`config.mk`:
```
export PLATFORM = sky130hd
export DESIGN_NAME = conv_enc_rsc_term
export DESIGN_NICKNAME = d
export VERILOG_FILES = /design/src/rtl/conv_enc_rsc_term.sv
export SDC_FILE = /design/constraint.sdc
export NUM_CORES = 1
export LEC_CHECK = 0
export ABC_AREA = 1
export CORE_AREA = 2 2 39 41
export DETAILED_ROUTE_END_ITERATION = 8
export DIE_AREA = 0 0 41 43
export DONT_BUFFER_PORTS = 1
export GPL_ROUTABILITY_DRIVEN = 0
export PLACE_DENSITY = 0.69
export SLEW_MARGIN = 20
export SYNTH_ARGS = -nofsm -noshare
export SYNTH_HDL_FRONTEND = slang
export SYNTH_SLANG_ARGS = --single-unit
```
`constraint.sdc`:
```
create_clock -name clk -period 3.15 [get_ports clk]
set_input_delay 0.1575 -clock clk [delete_from_list [all_inputs] [get_ports clk]]
set_output_delay 0.1575 -clock clk [all_outputs]
set_load 0.03 [all_outputs]
```
`src/rtl/conv_enc_rsc_term.sv`:
```
// Rate-1/2 recursive systematic convolutional encoder with a valid/ready stream,
// frame delimiting and optional M-beat trellis termination back to the zero state.
module conv_enc_rsc_term #(
  parameter int             M       = 3,
  parameter logic [M-1:0]   FB_MASK = 3'b011,
  parameter logic [M-1:0]   FF_MASK = 3'b110
) (
  input  logic       clk,
  input  logic       rst,
  input  logic       clr,
  input  logic       term_en,
  input  logic       s_valid,
  output logic       s_ready,
  input  logic       s_data,
  input  logic       s_last,
  output logic       m_valid,
  input  logic       m_ready,
  output logic [1:0] m_data,
  output logic       m_last,
  output logic       m_tail
);

  localparam int CW = $clog2(M + 1);

  typedef enum logic {RUN, TAIL} fsm_t;

  fsm_t          fsm;
  logic [M-1:0]  s;
  logic [CW-1:0] tail_cnt;

  logic load_ok;
  logic fb;
  logic in_bit;
  logic a;
  logic p;

  assign load_ok = !m_valid || m_ready;
  // Gated by rst so no beat is advertised while the encoder is held in reset.
  assign s_ready = rst && (fsm == RUN) && load_ok && !clr;

  // Tail beats feed the feedback bit back in, cancelling it so zeros shift in.
  assign fb     = ^(s & FB_MASK);
  assign in_bit = (fsm == TAIL) ? fb : s_data;
  assign a      = in_bit ^ fb;
  assign p      = a ^ (^(s & FF_MASK));

  always_ff @(posedge clk or negedge rst) begin
    if (!rst) begin
      fsm      <= RUN;
      s        <= '0;
      tail_cnt <= '0;
      m_valid  <= 1'b0;
      m_data   <= 2'b00;
      m_last   <= 1'b0;
      m_tail   <= 1'b0;
    end else if (clr) begin
      fsm      <= RUN;
      s        <= '0;
      tail_cnt <= '0;
      m_valid  <= 1'b0;
      m_data   <= 2'b00;
      m_last   <= 1'b0;
      m_tail   <= 1'b0;
    end else begin
      case (fsm)
        RUN: begin
          if (s_valid && s_ready) begin
            m_valid <= 1'b1;
            m_data  <= {p, in_bit};
            m_tail  <= 1'b0;
            if (s_last && term_en) begin
              fsm      <= TAIL;
              tail_cnt <= '0;
              m_last   <= 1'b0;
              s        <= {a, s[M-1:1]};
            end else if (s_last) begin
              m_last <= 1'b1;
              s      <= '0;
            end else begin
              m_last <= 1'b0;
              s      <= {a, s[M-1:1]};
            end
          end else if (load_ok) begin
            m_valid <= 1'b0;
          end
        end
        TAIL: begin
          if (load_ok) begin
            m_valid <= 1'b1;
            m_data  <= {p, in_bit};
            m_tail  <= 1'b1;
            s       <= {a, s[M-1:1]};
            if (tail_cnt == CW'(M - 1)) begin
              m_last   <= 1'b1;
              fsm      <= RUN;
              tail_cnt <= '0;
            end else begin
              m_last   <= 1'b0;
              tail_cnt <= tail_cnt + 1'b1;
            end
          end
        end
        default: fsm <= RUN;
      endcase
    end
  end

endmodule

```
Word-level counts from Yosys, hierarchy flattened
Cells that the tools add are included.
{"block": "totals", "in_bits": 8, "regBits": 11, "out_inout_bits": 6}
{"block": "op_classes", "n_eq_ne": 5, "n_mux": 38, "n_bitwise": 3, "addsub": 1, "reduce_logical": 13}
{"cell": "$mux 1", "n": 18}
{"cell": "$mux 2", "n": 8}
{"cell": "$mux 3", "n": 5}
{"cell": "$ne 3x2->1 const B", "n": 3}
{"cell": "$pmux 1 s2", "n": 4}
{"cell": "$pmux 2 s2", "n": 2}
{"cell": "$pmux 3 s2", "n": 1}
{"cell": "$reduce_xor 3->1", "n": 2}
{"cell": "$logic_and 1x1->1", "n": 5}
{"cell": "$ne 4x3->1 const B", "n": 1}
{"cell": "$reduce_and 2->1", "n": 2}
{"cell": "$reduce_and 3->1", "n": 1}
{"cell": "$add 2x1->2 const B", "n": 1}
{"cell": "$eq 2x2->1 const B", "n": 1}
{"cell": "$logic_not 1->1", "n": 2}
{"cell": "$xor 1x1->1", "n": 2}
{"cell": "$logic_or 1x1->1", "n": 1}
{"cell": "$not 1->1", "n": 1}

Longest topological paths before layout
Gate-level depths: netlist (run 1).
{"block": "logic_depth", "depth_word": 8, "ltp_mapped": 9}

Worst setup path before layout (run 1)
Ideal clock, no wire load.
{"block": "synth_timing", "path_type": "flip-flop to flip-flop", "start": "reg m_valid", "end": "reg m_data[0]", "synth_period_minus_slack_ns": 1.316, "setup_time_ns": 0.118, "n_path_buf": 1, "setup_slack_ns": 1.834, "t_arrival_ns": 1.199, "stages_incl_launch_ff": 8, "path_cell_list": "dfrtp_1 -> nand2_1 -> nand4_4 -> nand2_2 -> nand2_4 -> buf_8 -> nand2_2 -> o21ai_2"}
{"block": "synth_between", "elab_chain_len": 7, "word_cells_on_any_way": 8, "cone_classes": "2 x eq/ne; 6 x reduce/logical"}
{"element": "start: declaration", "line_no": "16", "text": "output logic m_valid,"}
{"element": "start signal: assignment", "line_no": "52", "text": "m_valid <= 1'b0;"}
{"element": "start signal: assignment", "line_no": "60", "text": "m_valid <= 1'b0;"}
{"element": "start signal: assignment", "line_no": "68", "text": "m_valid <= 1'b1;"}
{"element": "$logic_not 1->1 (*)", "line_no": "37", "text": "assign load_ok = !m_valid || m_ready;"}
{"element": "$logic_or 1x1->1 (*)", "line_no": "37"}
{"element": "$logic_and 1x1->1 (2 in series)", "line_no": "39", "text": "assign s_ready = rst && (fsm == RUN) && load_ok && !clr;"}
{"element": "$logic_and 1x1->1", "line_no": "67", "text": "if (s_valid && s_ready) begin"}
{"element": "$ne 3x2->1 (no source line)"}
{"element": "$reduce_and 2->1 (no source line) (*)"}
{"element": "end signal: assignment", "line_no": "69", "text": "m_data <= {p, in_bit};"}
{"element": "end signal: assignment", "line_no": "90", "text": "m_data <= {p, in_bit};"}
{"element": "end: declaration", "line_no": "18", "text": "output logic [1:0] m_data,"}
Mark *: on every way between the ends. The rest lies on a longest branch, timed or not.
A chain may end at the register's enable or synchronous reset.

Final worst setup path (run 1)
{"block": "layout_timing", "start": "reg m_valid", "end": "out s_ready"}
{"block": "layout_between", "elab_chain_len": 4}
{"element": "$logic_not 1->1", "line_no": "37"}
{"element": "$logic_or 1x1->1", "line_no": "37"}
{"element": "$logic_and 1x1->1 (2 in series)", "line_no": "39"}
{"element": "end: declaration", "line_no": "13", "text": "output logic s_ready,"}
No other way between the ends.

==> flow_summary.toml, run 1 <==
[run]
maxCapViolations = 0

[worst_setup_path]
startpoint = "m_valid"
r2r_cells = 6
r2r_start = "m_valid"
cp.arrival_ns = 1.48
worstPathRequired_ns = 2.99
critPathKind = "reg -> out"
endpoint_kind = "output pin"
cp_max_fo = 3
worst_setup_path_start_kind = "register"

[synth]
syn_inst = 88
syn-cell-area_um2 = 683
synth-warning-count = 0
ys_ff_latch = 11
yosysTopAreaCellShare = 0.403
synth_cell_type_count = 21
yosys-top-cells-area = "dfrtp_1, nand2_1, nand2_2"
yosysTopAreaCell = "dfrtp_1"
syn_avg_cell_area_um2 = 7.76
ys_seq_area_frac = 0.403
synth_fp_nets = 96

[die]
fp.dieH_um = 43
die_area_um2 = 1760
die_x_um = 41
ioPinCount = 14
core_area_um2 = 1380
initial_utilization = 0.494
core.rowCount = 14

[timing]
fmax_mhz = 610
slew_headroom = 0.639
tightest_slew_ns = 0.540
hold_ws_ns = 0.0618
setup_tns_ns = 0
rsz0062_at_grt = "no"
min_period_over_period = 0.521
drv_slew = 0
setup_viol = 0
period_needed_ns = 1.64
hold_viol_final = 0
skew_ns = 0.00592

[cells_and_area]
final_cell_mix = "nand2_1, dfrtp_1, inv_1, nand2_2, nand3_1"
drive_gt1_frac = 0.228
antenna_cells = 0
area_growth_pct = 6.04
layout.nets = 101
final_area_um2 = 724
final_common_cell = "nand2_1"

[cts]
clockRootBuffer = "clkbuf_4"
cts_inserted_buffers = 3
clk_path_buf_depth = 2
cts.sinks = 11
path_clk_slew_ns = 0.08
cts_tree = "done"
clk_latency_ns = 0.26
h-tree-depth = 1

[global_route]
gr-usage-met1 = 0.243
grt_max_degree = 13
grt_overflow = 0
use_met2 = 0.284
grt_pass1_vias = 525
grt_busiest_layer = "met2"
antenna_found_initial = 0
grtUsageMet3 = 0.0314
grt_pass1_wl_um = 2170
grt_usage = 0.188

[routing]
antenna_left = 0
wirelength_um = 1250
first_pass_iters = 2
drtIter0Drc = 5
vias = 541
drc = 0
wl_per_cell_um = 11.6
viasPerCell = 5.01

[outcome]
status = "finished clean"

[placed_design]
dpl_cell_area_um2 = 688
dpl.hpwl_um = 962
portBuffers = 0

[pwr]
power_density_nw_per_um2 = 441
power_leakage_nw = 0.378
vdd_drop_max_v = 0.000229

[min_path]
hold_class = "in -> reg"
worst_hold_startpoint = "s_last"
whs_path_depth = 2
## where the power goes
part           switching [mW]  total, mW  internal (mW)
logic                  0.0349     0.0536         0.0187
registers              0.0196      0.170          0.150
clock network          0.0475     0.0964         0.0489
## through the flow
step / instances / worst slack, ns / util / total power, mW
5_1_grt: 108 / 1.43 / 0.524 / 0.338
6_report: 108 / 1.51 / 0.524 / 0.319
3_3_place_gp: 103 / 1.79 / 0.497 / 0.222
2_1_floorplan: 88 / 1.83 / - / 0.217
3_5_place_dp: 103 / 1.78 / 0.497 / 0.223
4_1_cts: 108 / 1.50 / 0.524 / 0.322
## final timing paths
path / end / slack [ns]
max: s_ready / 1.51
min: fsm / 0.06
max reg2reg: m_last / 1.77
min reg2reg: tail_cnt[0] / 0.53
max in group asynchronous: tail_cnt[1] / 2.50
min in group asynchronous: m_data[0] / 0.30
## registers in the layout, indices dropped and copies added, names as in the netlist
name	cells
m_tail	1
m_valid	1
m_data	2
tail_cnt	2
fsm	1
m_last	1
s	3
## worst max-delay path, cell delays in order, from the launching register on
cell,delay (ns)
dfrtp_1,0.50
nand2_1,0.21
inv_1,0.07
nor2_1,0.44
## cell type report
class                           instances  area [um^2]
Clock buffer                            4         26.3
Sequential cell                        11          275
Tap cell                               16         20.0
Multi-Input combinational cell         64          348
Inverter                               12         45.0
Fill cell                             146          659
Timing Repair Buffer                    1         10.0
## metal layers
layer  vias to the layer above  routed length [um]
met1                       243                 602
met5                         -                   0
li1                        287                   -
met4                         0                  12
met3                         2                  47
met2                         9                 586
## cell usage after synthesis (all sizes together)
cell type	instances
nand4	3
o211ai	1
dfrtp	11
nor3	1
nor2	7
a21oi	1
o21ai	7
inv	12
nor3b	1
nand3	6
nand2	36
buf	1
xnor2	1
## logic make-up after synthesis
group,synth area share
AO/OA/AOI/OAI,0.0970
XOR/XNOR,0.0128
buffers and inverters,0.0879
flip-flops,0.403
AND/OR/NAND/NOR,0.399
## repair_timing
item,in CTS,in global routing
hold endpoints to repair,11,0
setup buffers,0,0
hold buffers,1,0
resized for setup,0,0
Note: power is estimated with default switching activity, not from simulation.
==> run 2, diff against run 1 <==
ABC_AREA = 0   (was 1)
PLACE_DENSITY = 0.67   (was 0.69)
clock period = 1.6 ns   (was 3.15 ns; I/O delays follow)
==> flow_summary.toml, run 2 <==
[global_route]
grt_max_degree = 12
grt_pass1_vias = 523
antenna_found_initial = 0
grt_pass1_wl_um = 2230
grt_overflow = 0
grt_usage = 0.191

[timing]
hold_ws_ns = 0.000136
hold_viol_final = 0
setup_viol = 0
slew_headroom = 0.619
skew_ns = 0.00293
tightest_slew_ns = 0.570
rsz0062_at_grt = "no"
period_needed_ns = 1.53
fmax_mhz = 655
min_period_over_period = 0.955
setup_ws_ns = 0.0722
setup_tns_ns = 0
drv_slew = 0

[synth]
ys_ff_latch = 11
syn_avg_cell_area_um2 = 9.67
yosysTopAreaCellShare = 0.425
syn-cell-area_um2 = 648
ys.flop_type = "dfrtp_1"
ys_seq_area_frac = 0.425
synth-warning-count = 0
yosysTopAreaCell = "dfrtp_1"
synth_common_cells = "dfrtp_1, nand2_1, xnor2_1"
synth_fp_nets = 75
synth_cell_type_count = 32
syn_inst = 67
synthArstFlopShare = 1.00
yosys-top-cells-area = "dfrtp_1, xnor2_1, mux2i_1"
synth.most_common_cell = "dfrtp_1"
synth_edf_count = 0

[cells_and_area]
largest_register = "s"
largest_reg_flops = 3
layout.nets = 82
top_regs = "s x3, m_data x2, tail_cnt x2"
final_cell_mix = "dfrtp_1, nand2_1, xnor2_1, nor2_1, dlygate4sd3_1"
area_growth_pct = 12.9
antenna_cells = 0
drive_gt1_frac = 0.137
final_common_cell = "dfrtp_1"

[cts]
h-tree-depth = 1
clockRootBuffer = "clkbuf_4"
post_cts_buffers = 0
path_clk_slew_ns = 0.08
cts_inserted_buffers = 3
clk_latency_ns = 0.28
cts.sinks = 11
clk_path_buf_depth = 2
cts_tree = "done"

[die]
die_area_um2 = 1760
die_x_um = 41
core.rowCount = 14
fp.dieH_um = 43
core_area_um2 = 1380
initial_utilization = 0.468
ioPinCount = 14

[routing]
viasPerCell = 6.08
drtIter0Drc = 12
first_pass_iters = 4
wirelength_um = 1410
antenna_left = 0
vias = 541
drc = 0
wl_per_cell_um = 15.9

[worst_setup_path]
cp.arrival_ns = 1.45
worst_setup_path_start_kind = "register"
worstPathRequired_ns = 1.52
endpoint_kind = "output pin"
path_cells = "buf_4 -> nand2b_1 -> and3_2"
critPathSlowestCell = "dfrtp_1"
cpPeakStageDelay_ns = 0.38
crit_family = "simple AND/OR/NAND/NOR gates"
crit_buf_inv = 1
cp_max_fo = 7
critPathKind = "reg -> out"

[placed_design]
dpl.hpwl_um = 945
portBuffers = 0
post-place-ws_ns = 0.152

[outcome]
status = "finished clean"

[pwr]
power_leakage_nw = 0.335
power_density_nw_per_um2 = 854
p_total_uw = 625
vdd_drop_max_v = 0.000408

[min_path]
hold_class = "in -> reg"

[run]
maxCapViolations = 0
## run 2: cell count changes after synthesis, sizes merged, moves of 3 or more
cell    previous run  this run
clkbuf             0         4
inv               12         2
nand4              3         0
xnor2              1         5
nand2             36         5
o21ai              7         2
nand3              6         0
nor2               7         4
## run 2: through the flow
step / instances / cell area (um^2) / util
floorplan: 67 / 648 / -
global placement: 81 / 663 / 0.479
detailed placement: 81 / 663 / 0.479
CTS: 89 / 731 / 0.528
global route: 89 / 732 / 0.529
finish: 89 / 732 / 0.529
## run 2: tightest hold or removal path: stages
cell and delay (ns):
nor2_1 0.03, nand2_1 0.06, o22ai_1 0.07
## run 2: cell families after synthesis
group | after synthesis | synth area share
compound gates | 20 | 0.226
xor+xnor | 5 | 0.0676
buf+inv | 7 | 0.0540
flops | 11 | 0.425
mux | 3 | 0.0483
simple gates | 21 | 0.180
## run 2: path summary, 6_finish.rpt
check | startpoint | endpoint | slack (ns) | cells past startpoint
worst min register to register | s[0] | s[0] | 0.60 | 1
min in group asynchronous | rst | m_valid | 0.21 | 1
max in group asynchronous | rst | tail_cnt[0] | 1.04 | 1
worst max-delay path | m_valid | s_ready | 0.07 | 3
worst max register to register | m_valid | m_data[0] | 0.16 | 3
worst min-delay path | clr | tail_cnt[1] | 0.0001 | 3
## run 2: timing repair
action,CTS,global route
hold buffers,4,0
endpoints found under the hold margin,16,0
endpoints found under the setup margin,0,1
resized for setup,0,1
## run 2: cell type report
| type | count | area (um^2) |
|---|---|---|
| fill | 134 | 652 |
| multi-input combinational | 49 | 339 |
| sequential | 11 | 275 |
| timing repair buffer | 7 | 62.6 |
| clock buffer | 3 | 22.5 |
| tap | 16 | 20.0 |
| inverter | 2 | 7.51 |
| clock inverter | 1 | 5.00 |
## run 2: power by group
group,switching [mW],leakage [nW],internal (mW)
clock network,0.111,0.0177,0.0929
logic,0.0527,0.168,0.0477
registers,0.0287,0.150,0.292
## run 2: layer usage
layer,track usage,wire (um),vias to the layer above
li1,-,-,260
met1,0.286,675,257
met2,0.256,618,20
met3,0.0314,95,4
met4,0.100,22,0
met5,0,0,-
==> run 3, diff against run 2 <==
CELL_PAD_IN_SITES_DETAIL_PLACEMENT = 1   (was unset)
CELL_PAD_IN_SITES_GLOBAL_PLACEMENT = 1   (was unset)
CORE_AREA = unset   (was 2 2 39 41)
CORE_MARGIN = 2   (was unset)
CORE_UTILIZATION = 44   (was unset)
DIE_AREA = unset   (was 0 0 41 43)
PLACE_DENSITY = 0.76   (was 0.67)
==> flow_summary.toml, run 3 (synthesized netlist as in run 2, its figures left out) <==
[routing]
drtIter0Drc = 8
vias = 562
first_pass_iters = 4
wl_per_cell_um = 20.0
wirelength_um = 1760
viasPerCell = 6.39
drc = 0
antenna_left = 0

[timing]
fmax_mhz = 664
slew_headroom = 0.634
setup_ws_ns = 0.0933
drv_slew = 0
period_needed_ns = 1.51
tightest_slew_ns = 0.547
rsz0062_at_grt = "no"
hold_viol_final = 0
setup_tns_ns = 0
setup_viol = 0
skew_ns = 0.00364
min_period_over_period = 0.942

[cells_and_area]
final_cell_mix = "dfrtp_1, nand2_1, xnor2_1, nor2_1, dlygate4sd3_1"
nFillCells = 153
layout.nets = 82
largest_register = "s"
final_common_cell = "dfrtp_1"
top_regs = "s x3, m_data x2, tail_cnt x2"
multiInputGateArea_um2 = 339
ff_latch_area_um2 = 275
largest_reg_flops = 3
final_area_um2 = 729
antenna_cells = 0
drive_gt1_frac = 0.123
area_growth_pct = 12.5

[worst_setup_path]
endpoint_kind = "output pin"
critPathKind = "reg -> out"
cp_max_fo = 7
r2r_start = "fsm"
cp.arrival_ns = 1.43
reg2reg_to = "tail_cnt[0]"
worstPathRequired_ns = 1.52
worst_setup_path_start_kind = "register"
r2r_cells = 3
r2r_slack_ns = 0.11

[cts]
h-tree-depth = 1
clk_path_buf_depth = 2
clockRootBuffer = "clkbuf_4"
cts_tree = "done"
clk_latency_ns = 0.27
cts_inserted_buffers = 3
path_clk_slew_ns = 0.08
cts.sinks = 11

[die]
die_area_um2 = 1800
core_area_um2 = 1330
fp.dieH_um = 42.4
ioPinCount = 14
core.rowCount = 13
initial_utilization = 0.486
die_x_um = 42.4

[outcome]
status = "finished clean"

[global_route]
grt_max_degree = 12
grt_overflow = 0
grt_usage = 0.213
antenna_found_initial = 0
grt_pass1_wl_um = 2830
grt_pass1_vias = 585

[min_path]
whs_path_depth = 3
hold_class = "in -> reg"
whs_endpoint = "tail_cnt[1]"
worst_hold_startpoint = "clr"

[pwr]
power_density_nw_per_um2 = 857
power_leakage_nw = 0.333
vdd_drop_max_v = 0.000546

[placed_design]
dpl_cell_area_um2 = 662
post-place-ws_ns = 0.133
portBuffers = 0
dpl.hpwl_um = 1250

[run]
maxCapViolations = 0
==> run 3: cell types whose count changed in the layout (fill, tap and decap cells not counted) <==
cell,before,now
clkinv_2,1,0
clkbuf_1,0,1
==> run 3: how the worst max path moves through the flow <==
| stage | start | end | slack (ns) |
|---|---|---|---|
| detailed placement | fsm | m_data[1] | 0.13 |
| global route | fsm | s_ready | 0.01 |
| floorplan | m_valid | m_data[1] | 0.06 |
| finish | m_valid | s_ready | 0.09 |
| CTS | m_valid | s_ready | 0.04 |
| global placement | fsm | m_data[1] | 0.14 |
==> run 3: power by group <==
group	internal [mW]	leakage, nW	switching [mW]	total [mW]
sequential	0.292	0.150	0.0298	0.321
clock	0.0965	0.0150	0.101	0.198
combinational	0.0479	0.168	0.0580	0.106
==> run 3: area by class of cell <==
class	count	area share
Inverter	2	0.0103
Clock buffer	4	0.0360
Tap cell	15	0.0257
Timing Repair Buffer	7	0.0858
Multi-Input combinational cell	49	0.465
Sequential cell	11	0.377
==> run 3: metrics by stage <==
stage	power [mW]	util	hold slack [ns]	std cells
4_1_cts	0.626	0.546	0.0168	88
3_5_place_dp	0.417	0.496	-0.215	80
6_report	0.625	0.547	0.0173	88
3_3_place_gp	0.412	0.496	-0.215	80
2_1_floorplan	0.398	-	-0.216	67
5_1_grt	0.650	0.547	0.0390	88
==> run 3: layer usage <==
metal | GRT usage | vias up | routed length (um)
met4 | 0.0750 | 0 | 7
li1 | - | 258 | -
met1 | 0.271 | 278 | 817
met3 | 0.0517 | 2 | 97
met5 | 0 | - | 0
met2 | 0.348 | 24 | 833
==> run 3: repair_timing <==
action / in CTS / in global routing
hold buffers: 4 / 0
setup buffers: 0 / 0
setup endpoints to repair: 0 / 1
gates resized for setup: 0 / 1
endpoints found under the hold margin: 16 / 0
==> run 3: critical path, stage by stage, from the launching register on <==
cell and delay [ns]:
dfrtp_1 0.38, buf_4 0.17, nand2b_1 0.26, and3_2 0.35
